==> src/rtl/elevator_controller.sv <==
// -----------------------------------------------------------------------------
// elevator_controller
//
// Single-car elevator controller using a SCAN policy. It latches hall and car
// call buttons, keeps travelling in the current direction while calls remain
// ahead, then reverses. Internal counters time the floor-to-floor travel and
// the door dwell. The registered outputs drive the display adapter directly.
//
// Ports:
//   clock          in   sole clock, all state changes on the rising edge
//   reset_n        in   synchronous active-low reset
//   call_req       in   [NUM_FLOORS] call buttons, bit f = floor f (level or pulse)
//   current_floor  out  [3] registered floor index
//   direction      out  registered travel direction, 1 = up, 0 = down
//   open           out  registered door-open indicator
//   moving         out  registered, high exactly while the car is in MOVE
//   pending        out  [NUM_FLOORS] registered outstanding-call vector
// -----------------------------------------------------------------------------
module elevator_controller #(
    parameter int NUM_FLOORS    = 8,
    parameter int TRAVEL_CYCLES = 4,
    parameter int DOOR_CYCLES   = 6
) (
    input  logic                  clock,
    input  logic                  reset_n,
    input  logic [NUM_FLOORS-1:0] call_req,
    output logic [2:0]            current_floor,
    output logic                  direction,
    output logic                  open,
    output logic                  moving,
    output logic [NUM_FLOORS-1:0] pending
);

    localparam int TW = (TRAVEL_CYCLES > 1) ? $clog2(TRAVEL_CYCLES) : 1;
    localparam int DW = (DOOR_CYCLES > 1) ? $clog2(DOOR_CYCLES) : 1;

    typedef enum logic [1:0] {IDLE, MOVE, DOOR} state_t;

    state_t                  state, next_state;
    logic [TW-1:0]           travel_cnt, travel_cnt_d;
    logic [DW-1:0]           door_cnt, door_cnt_d;
    logic [2:0]              floor_d;
    logic                    direction_d, open_d, moving_d;
    logic [NUM_FLOORS-1:0]   pending_d;
    logic [NUM_FLOORS-1:0]   req;
    logic [2:0]              arrive_floor;
    logic                    idle_ahead;

    // Helpers work on a 3-bit floor index so any legal NUM_FLOORS indexes safely.
    function automatic logic bit_at(input logic [NUM_FLOORS-1:0] r, input logic [2:0] f);
        bit_at = 1'b0;
        for (int i = 0; i < NUM_FLOORS; i++)
            if (3'(i) == f) bit_at = r[i];
    endfunction

    function automatic logic any_above(input logic [NUM_FLOORS-1:0] r, input logic [2:0] f);
        any_above = 1'b0;
        for (int i = 0; i < NUM_FLOORS; i++)
            if (r[i] && (3'(i) > f)) any_above = 1'b1;
    endfunction

    function automatic logic any_below(input logic [NUM_FLOORS-1:0] r, input logic [2:0] f);
        any_below = 1'b0;
        for (int i = 0; i < NUM_FLOORS; i++)
            if (r[i] && (3'(i) < f)) any_below = 1'b1;
    endfunction

    function automatic logic [NUM_FLOORS-1:0] onehot(input logic [2:0] f);
        onehot = '0;
        for (int i = 0; i < NUM_FLOORS; i++)
            if (3'(i) == f) onehot[i] = 1'b1;
    endfunction

    assign req          = pending | call_req;
    assign arrive_floor = direction ? current_floor + 3'd1 : current_floor - 3'd1;
    assign idle_ahead   = direction ? any_above(req, current_floor)
                                    : any_below(req, current_floor);

    // State and datapath registers.
    // NOTE: every register, including the call vector, is reset so a reset
    // mid-trip discards all outstanding calls and returns to floor 0 at once.
    always_ff @(posedge clock) begin
        if (!reset_n) begin
            state         <= IDLE;
            current_floor <= 3'd0;
            direction     <= 1'b1;
            open          <= 1'b0;
            moving        <= 1'b0;
            pending       <= '0;
            travel_cnt    <= '0;
            door_cnt      <= '0;
        end else begin
            // NOTE: non-blocking assignments so every register samples the
            // pre-edge values computed by the combinational processes.
            state         <= next_state;
            current_floor <= floor_d;
            direction     <= direction_d;
            open          <= open_d;
            moving        <= moving_d;
            pending       <= pending_d;
            travel_cnt    <= travel_cnt_d;
            door_cnt      <= door_cnt_d;
        end
    end

    // Next-state logic. Arrival decisions look at the floor being arrived at.
    always_comb begin
        // NOTE: default assignment first so no path leaves next_state unassigned
        // and no latch is inferred.
        next_state = state;
        unique case (state)
            IDLE: begin
                if (bit_at(req, current_floor))
                    next_state = DOOR;
                else if (req != '0)
                    next_state = MOVE;
            end
            MOVE: begin
                if (travel_cnt == '0) begin
                    if (bit_at(req, arrive_floor))
                        next_state = DOOR;
                    else if (direction ? any_above(req, arrive_floor)
                                       : any_below(req, arrive_floor))
                        next_state = MOVE;
                    else
                        next_state = IDLE;
                end
            end
            DOOR: begin
                if (!bit_at(call_req, current_floor) && door_cnt == '0)
                    next_state = IDLE;
            end
            default: next_state = IDLE;
        endcase
    end

    // Next values of the registered outputs and counters.
    always_comb begin
        floor_d      = current_floor;
        direction_d  = direction;
        pending_d    = req;
        travel_cnt_d = travel_cnt;
        door_cnt_d   = door_cnt;
        unique case (state)
            IDLE: begin
                if (next_state == DOOR) begin
                    pending_d  = req & ~onehot(current_floor);
                    door_cnt_d = DW'(DOOR_CYCLES - 1);
                end else if (next_state == MOVE) begin
                    travel_cnt_d = TW'(TRAVEL_CYCLES - 1);
                    // Nothing ahead means the only calls are behind: reverse.
                    if (!idle_ahead) direction_d = ~direction;
                end
            end
            MOVE: begin
                if (travel_cnt == '0) begin
                    floor_d = arrive_floor;
                    if (next_state == DOOR) begin
                        pending_d  = req & ~onehot(arrive_floor);
                        door_cnt_d = DW'(DOOR_CYCLES - 1);
                    end else if (next_state == MOVE) begin
                        travel_cnt_d = TW'(TRAVEL_CYCLES - 1);
                    end
                end else begin
                    travel_cnt_d = travel_cnt - TW'(1);
                end
            end
            DOOR: begin
                // A press for the open floor is absorbed and keeps the door open.
                pending_d = pending | (call_req & ~onehot(current_floor));
                if (bit_at(call_req, current_floor))
                    door_cnt_d = DW'(DOOR_CYCLES - 1);
                else if (door_cnt != '0)
                    door_cnt_d = door_cnt - DW'(1);
            end
            default: ;
        endcase
        open_d   = (next_state == DOOR);
        moving_d = (next_state == MOVE);
    end

    // The car must never step past either end of the shaft.
    always_ff @(posedge clock) begin
        if (reset_n && state == MOVE && travel_cnt == '0)
            assert (direction ? (current_floor != 3'(NUM_FLOORS - 1))
                              : (current_floor != 3'd0));
    end

endmodule

==> config.mk <==
export PLATFORM = sky130hd
export DESIGN_NAME = elevator_controller
export DESIGN_NICKNAME = d
export VERILOG_FILES = /design/src/rtl/elevator_controller.sv
export SDC_FILE = /design/constraint.sdc
export NUM_CORES = 1
export LEC_CHECK = 0
export ABC_AREA = 0
export BUFFER_PORTS_ARGS = -buffer_cell sky130_fd_sc_hd__buf_2
export CORE_MARGIN = 10
export CORE_UTILIZATION = 25
export CTS_BUF_LIST = sky130_fd_sc_hd__clkbuf_8
export DETAILED_ROUTE_END_ITERATION = 6
export PLACE_DENSITY_LB_ADDON = 0.15
export SLEW_MARGIN = 20
export SYNTH_ARGS = -nofsm -noshare
export SYNTH_HDL_FRONTEND = slang
export SYNTH_SLANG_ARGS = --single-unit
==> constraint.sdc <==
create_clock -name clock -period 3.8 [get_ports clock]
set_clock_uncertainty 0.2 [all_clocks]
set_input_delay 1.14 -clock clock [delete_from_list [all_inputs] [get_ports clock]]
set_output_delay 1.14 -clock clock [all_outputs]
set_load 0.005 [all_outputs]
==> results.md <==
- Most frequent cells in the layout: 23 x nor2_1, 23 x buf_2, 21 x dfxtp_1, 17 x a21oi_1
- Slack of the worst reg-to-reg path: between 0.5 and 0.6 ns
- Clock power share: between 10% and 20%
- Post-synthesis mux area share: between 3 and 4%
- CP arrival: approximately 3.3 ns
- Drt drc: 0
- CTS hold repair buffers: 0
- Gates resized, CTS repair: 0
- Flops & latches, synth: 21
- Critical-path maximum fanout: 12
- Adder-cell share of the synthesized area: 5.229%
- GR Util met1: about 15%
- Clock Root Buffer: clkbuf_8
- Chip width: about 110 um
- Fraction of synthesized cell area in xor and xnor cells: under 10%
- Number of I/O port buffers: 23
- Setup bufs post-CTS: 0
- GPL Wtd Cong: between 0.8 and 0.9
- Antenna Cells: 0
- Critical path class: reg -> reg
- Switching share of power: approximately half
- Max Cap Violations: 0
- Worst hold slack: 0.2635 ns
- Initial Utilization: 26.11%
- Setup TNS Final: 0 ns
- Worst hold path depth: 2
- CP Launch Type: flop
- Worst hold path class: reg -> reg
- Post-synth EDFFs: 0
- NetSw: between 0.0006 and 0.0007 W
- Row count: 31
- DR WL/cell: roughly 19 um
- Prevailing post-synth register cell: dfxtp_1
- Worst vdd ir: 0.1859 mV
- Tmin final: 3.276 ns
- Detailed placement HPWL: about 5200 um
- Syn. warnings: 0
- Worst setup EP type: flop
- Core area: between 0.007 and 0.008 mm^2
- LEAKAGE: around 0.81 nW
- Worst reg2reg endpoint: door_cnt[2]
- Pint: between 0.0006 and 0.0007 W
- Die H: around 110 um
- Clock Latency Late Sink: 0.28 ns
- Die ar.: approximately 0.012 mm^2
- Drt initial violations: approximately 210
- Place WS: approximately 0.32 ns
- First-pass GRT wire length: about 11000 um
- Combinational power share: between 50% and 60%
- Synth cell types: 63
- Relative slew margins: between 60% and 70%
- Sequential power share: between 20% and 30%
- First-pass iteration count of the detailed router: 5
- Grt met2 use: a little under 20%
- CTS max path bufs: 2
- Sequential share of the synthesized area: roughly 22%
- Complex-gate fraction of the synthesized area: about 36%
- Final WS setup: 0.5237 ns
- Fmax: between 300 and 400 MHz
- Syn_nets: 268
- HP Start: door_cnt[1]
- Clock Sinks: 21
- Post-Route Utilization: ~30%
- Synthesized area: between 0.0015 and 0.002 mm^2
- Busiest grt layer: met2
- TritonCTS Buffers: 3
- Number of global-route vias before repair: between 2000 and 2500
- Clk slew on worst S/H paths: 0.10 ns
- Syn Area/Cell: 7.657 um^2
- Reg2Reg Launch Point: current_floor[0]
- Top-Level Pins: 24
- Largest net degree at the start of global routing: 25
- Gate Count Post-Synth: 250
- ANT nets after route: 0
- R2R depth: 9
- Hold Path End: door_cnt[1]
- Placed cells: between 300 and 400
- DR vias/cell: between 5 and 6
- NumNets Final: between 200 and 300
- Fraction of layout cells with a size suffix above 1: about a fifth
- Area grow syn2layout: 15.10%
- Pwr/cell area: just under 600 mW/mm^2
- Critical Path RT: roughly 3.8 ns
- Final period utilization: between 80 and 90%
- CTS tree: yes
- DR vias: approximately 2100
- Initial antenna violation count: 0
- Drt total wl: between 7000 and 8000 um
- Worst Tran Pin Value: slightly below 0.6 ns
- Simple-gate share of the synthesized area: about a quarter
- RSZ-0062 raised after global routing: false
- CTS H-tree depth: 1
- Hold Violations, Final: 0
- GR Layer Usage met3: approximately 1.9%
- GR Overflow Total: 0
- Finished Layout Cells: around 370
- All-Layer GR Usage: 12.17%
- Ys async rst share: 0%
- Largest family of logic cells by synthesized area: compound AO/OA/AOI/OAI gates
- Fill cells: 830
- Outcome: completed
- Final setup fails: 0
- Fin. max-slew vios: 0
routing by layer:
metal  vias to the layer above  routed length, um
met5                         -                  0
met4                         0                218
met3                        18                387
met2                       102               3240
met1                      1009               3205
li1                       1007                  -
final cells by class:
class,instances,area (um^2),share of cell area [%]
multi-input cells,201,1381,62.69
flip-flops and latches,21,420.4,19.08
repair buffers,33,190.2,8.631
well taps,99,123.9,5.622
clock buffers,3,41.29,1.874
inverters,11,41.29,1.874
clock inverters,1,5.005,0.2271
worst max-delay path: stages, from the launching register on:
cell and delay, ns:
dfxtp_1 0.37, clkinv_1 0.22, buf_4 0.23, ha_1 0.32
o211a_1 0.16, a311o_1 0.34, a22oi_1 0.26, a211o_1 0.41
nand3_1 0.32, o2111a_1 0.32
synth_stat cells (all sizes together) (4+ instances only):
library cell | number | area, um^2
a2111oi | 4 | 43.79
a211oi | 4 | 30.03
a21oi | 17 | 85.08
a31oi | 11 | 75.07
buf | 7 | 33.78
clkbuf | 10 | 37.54
dfxtp | 21 | 420.4
ha | 8 | 100.1
inv | 10 | 37.54
nand2 | 16 | 60.06
nand2b | 4 | 25.02
nand3 | 5 | 25.02
nor2 | 23 | 86.33
nor2b | 5 | 31.28
nor3 | 10 | 50.05
o21ai | 17 | 85.08
o31a | 4 | 35.03
or2 | 9 | 56.30
or4 | 4 | 30.03
through the flow:
stage,power [W],area [um^2]
CTS,0.001275,2203
finish,0.001277,2203
detailed placement,0.001102,2157
floorplan,0.0008737,1914
global route,0.001369,2203
global placement,0.001115,2157
worst max path at each step:
stage / endpoint / slack, ns / start / cells past startpoint
final: door_cnt[2] / 0.52 / current_floor[0] / 9
after global routing: door_cnt[2] / 0.38 / current_floor[0] / 9
after CTS: door_cnt[2] / 0.58 / current_floor[0] / 9
after detailed placement: door_cnt[2] / 0.32 / call_req[5] / 7
after global placement: door_cnt[2] / 0.36 / call_req[5] / 7
after floorplan: door_cnt[2] / 0.70 / call_req[5] / 7
power by group through the flow:
stage,clock (W),combinational [W],sequential (W)
floorplan,0,0.000549,0.000325
global placement,0,0.000753,0.000362
detailed placement,0,0.000739,0.000363
CTS,0.000174,0.000744,0.000358
global route,0.000178,0.000822,0.000369
finish,0.000165,0.000752,0.000360
cell families (layout without fill, tap and decap cells):
group / after synthesis / count (layout)
buffers and inverters: 28 / 48
flip-flops: 21 / 21
AO/OA/AOI/OAI: 94 / 94
XOR/XNOR: 5 / 5
AND/OR/NAND/NOR: 89 / 89
adder cells (fa/ha/maj): 8 / 8
multiplexers: 5 / 5
state kept, by name, summed over array words and instances (netlist names):
| signal | flops |
|---|---|
| state | 2 |
| pending | 8 |
| moving | 1 |
| door_cnt | 3 |
| travel_cnt | 2 |
| open | 1 |
| current_floor | 3 |
| direction | 1 |
No activity file was read; power rests on OpenSTA's default activity.
